### src/rtl/seq_detector_1001_moore.sv
// Serial 1-0-0-1 pattern detector (Moore). Flags one cycle after the final '1'
// of the pattern is sampled; OVERLAP selects whether that '1' may begin a new match.
module seq_detector_1001_moore #(
  parameter bit OVERLAP = 1'b1
) (
  input  logic clk,
  input  logic rst,
  input  logic in_bit,
  output logic detect
);

  typedef enum logic [2:0] {
    S0 = 3'd0,
    S1 = 3'd1,
    S2 = 3'd2,
    S3 = 3'd3,
    S4 = 3'd4
  } state_t;

  state_t state;
  state_t next_state;

  // State register; detect is registered from next_state so it tracks state==S4.
  always_ff @(posedge clk) begin
    if (!rst) begin
      state  <= S0;
      detect <= 1'b0;
    end else begin
      state  <= next_state;
      detect <= (next_state == S4);
    end
  end

  // Next-state logic; unused encodings fall back to S0.
  always_comb begin
    next_state = S0;
    case (state)
      S0: next_state = in_bit ? S1 : S0;
      S1: next_state = in_bit ? S1 : S2;
      S2: next_state = in_bit ? S1 : S3;
      S3: next_state = in_bit ? S4 : S0;
      S4: begin
        if (in_bit)       next_state = S1;
        else if (OVERLAP) next_state = S2;
        else              next_state = S0;
      end
      default: next_state = S0;
    endcase
  end

endmodule

### config.mk
export PLATFORM = sky130hd
export DESIGN_NAME = seq_detector_1001_moore
export DESIGN_NICKNAME = d
export VERILOG_FILES = /design/src/rtl/seq_detector_1001_moore.sv
export SDC_FILE = /design/constraint.sdc
export NUM_CORES = 1
export LEC_CHECK = 0
export BUFFER_PORTS_ARGS = -buffer_cell sky130_fd_sc_hd__buf_2
export CAP_MARGIN = 20
export CORE_AREA = 2 2 39 41
export DETAILED_ROUTE_END_ITERATION = 7
export DIE_AREA = 0 0 41 43
export SLEW_MARGIN = 10
export SYNTH_ARGS = -nofsm -noshare
export SYNTH_HDL_FRONTEND = slang
export SYNTH_SLANG_ARGS = --single-unit
### constraint.sdc
create_clock -name clk -period 0.95 [get_ports clk]
set_input_delay 0.1425 -clock clk [delete_from_list [all_inputs] [get_ports clk]]
set_output_delay 0.1425 -clock clk [all_outputs]
set_load 0.01 [all_outputs]
==> impl_metrics.py <==
metrics = {
    "outcome": {
        "outcome": "finished clean",
    },
    "timing": {
        "max_slew_margin_pct": 87.0,
        "worst_slack_ns": 0.100,
        "clock_skew_ns": 0.000755,
        "setup_viol": 0,
        "rsz0062_at_grt": "no",
        "tns_ns": 0,
        "maxSlewViolCount": 0,
        "fmaxAchievable_mhz": 1180,
        "fin_crit_sh_pct": 89.4,
        "finalHoldViolCount": 0,
        "fin_crit_ns": 0.850,
        "worst_pin_slew_ns": 0.194,
    },
    "placed_design": {
        "pre_cts_ws_ns": 0.0987,
        "port_buffers": 3,
        "numPlacedInstances": 34,
        "gp_congestion": 0.652,
    },
    "finish": {
        "final_nets": 26,
        "layout-drive-gt1-share_pct": 28.6,
        "final_cells": 37,
        "area_growth_pct": 39.3,
        "antenna_cells": 0,
        "fillCellCount": 154,
    },
    "logic_synthesis": {
        "synth_cell_types": 10,
        "postSynthCellCount": 15,
        "ys_warn_count": 0,
        "synth_area_leaders": "dfxtp_1 55%, nor2_1 7.7%, o2111a_1 7.7%",
        "syn_area_per_cell_um2": 9.76,
        "mappedNetlistNets": 18,
        "synth_seq_area_share_pct": 54.7,
        "synth_top_area_share_pct": 54.7,
        "yosys.area.top_type": "dfxtp_1",
        "ys_seq_elements": 4,
        "syn_area_um2": 146,
    },
    "drt": {
        "met2_length_um": 113,
        "vias": 127,
        "dr.pass1.iters": 3,
        "via_per_inst": 3.43,
        "dr.max_layer_used": "met4",
        "totalWireLength_um": 243,
        "met3_length_um": 4,
        "wire_per_inst_um": 6.57,
        "met1_length_um": 106,
        "ant_nets": 0,
        "drc_errors": 0,
        "drtIter0Drc": 1,
    },
    "critical_path": {
        "required_ns": 1.06,
        "cp_max_fo": 4,
        "critPathLaunchType": "flop",
        "worst_ep_arrival_time_ns": 0.96,
        "cp-end-kind": "flop",
        "crit_type": "reg -> reg",
    },
    "floorplan": {
        "io_pins": 4,
        "die_h_um": 43,
        "die_area_mm2": 0.00176,
        "initial_utilization_pct": 10.6,
        "coreArea_mm2": 0.00138,
        "die_width_um": 41,
        "fp-row-count": 14,
    },
    "global_route": {
        "overflow": 0,
        "grt_pass1_vias": 125,
        "grt_pass1_wl_um": 434,
        "grt_start_max_net_pins": 6,
        "grt_use_total_pct": 4.51,
        "antenna_found_initial": 0,
    },
    "cts": {
        "tritoncts": "done",
        "clock_path_buffers": 2,
        "clockRootBuffer": "clkbuf_4",
        "cts_setup_buffers": 0,
        "cts_sinks": 4,
        "clk_pin_slew_worst_paths_ns": 0.03,
        "numCtsBuffers": 3,
        "htree_levels": 1,
        "clkLatencyLatePin_ns": 0.23,
        "cts_resized": 0,
        "ctsHoldBuffers": 0,
    },
    "pwr": {
        "p_leak_nw": 0.0866,
        "ir_drop_v": 0.000392,
        "pwr_density_cell_mw_per_mm2": 1950,
    },
    "flow_run": {
        "drv_cap": 0,
    },
    "min_path": {
        "hold_path.class": "in -> reg",
    },
}
[stage by stage]
stage	instance area, µm²	util, %	hold WS, ns	power [W]
floorplan	146	-	0.260	0.000195
global placement	181	13.1	0.378	0.000202
detailed placement	181	13.1	0.384	0.000203
CTS	204	14.7	0.143	0.000413
global route	204	14.7	0.153	0.000435
finish	204	14.7	0.148	0.000398
[Yosys cell counts (all sizes together)]
master and number:
a211oi 1, dfxtp 4, inv 1, nand2b 1, nand3 1, nor2 3, o2111a 1, o21a 1
o21ai 1, xor2 1
[state kept, by name (all words and copies together) (netlist names)]
register,count
detect,1
state,3
[area by class of cell]
| class | instances | area [µm²] | area share, % |
|---|---|---|---|
| Sequential cell | 4 | 80.1 | 39.3 |
| Multi-Input combinational cell | 10 | 62.6 | 30.7 |
| Clock buffer | 3 | 22.5 | 11.0 |
| Tap cell | 16 | 20.0 | 9.82 |
| Timing Repair Buffer | 3 | 15.0 | 7.36 |
| Inverter | 1 | 3.75 | 1.84 |
[path summary, 6_finish.rpt]
| check | from | cells past startpoint | slack (ns) | to |
|---|---|---|---|---|
| worst max-delay path | state[1] | 2 | 0.10 | state[1] |
| worst min-delay path | rst | 2 | 0.15 | state[0] |
| worst max register to register | state[1] | 2 | 0.10 | state[1] |
| worst min register to register | state[0] | 2 | 0.54 | detect |
[cells by family after synthesis]
logic type             Yosys count  synth area share (%)
AND/OR/NAND/NOR                  5                  15.4
AO/OA/AOI/OAI                    4                  21.4
flip-flops                       4                  54.7
XOR/XNOR                         1                  5.98
buffers and inverters            1                  2.56
[cell usage in the layout (no fill, tap or decap), drive strengths merged]
master / instances
xor2: 1
dfxtp: 4
buf: 3
o2111a: 1
nor2: 3
clkbuf: 3
a211oi: 1
nand3: 1
o21ai: 1
nand2b: 1
inv: 1
o21a: 1
[critical path: stages (launching register included)]
cell	delay, ns
dfxtp_1	0.33
xor2_1	0.17
o2111a_1	0.24
[routing by layer]
| layer | global-route usage [%] | up-vias |
|---|---|---|
| met2 | 4.69 | 3 |
| met4 | 8.00 | 0 |
| met5 | 0 | - |
| met1 | 3.83 | 57 |
| li1 | - | 65 |
| met3 | 3.14 | 2 |
[power by group]
group	internal (W)	switching, W	total [W]
sequential	0.000174	0.00000582	0.000180
combinational	0.0000109	0.00000945	0.0000203
clock	0.000140	0.0000574	0.000198
total	0.000326	0.0000727	0.000398
(Power assumes the default switching activity.)
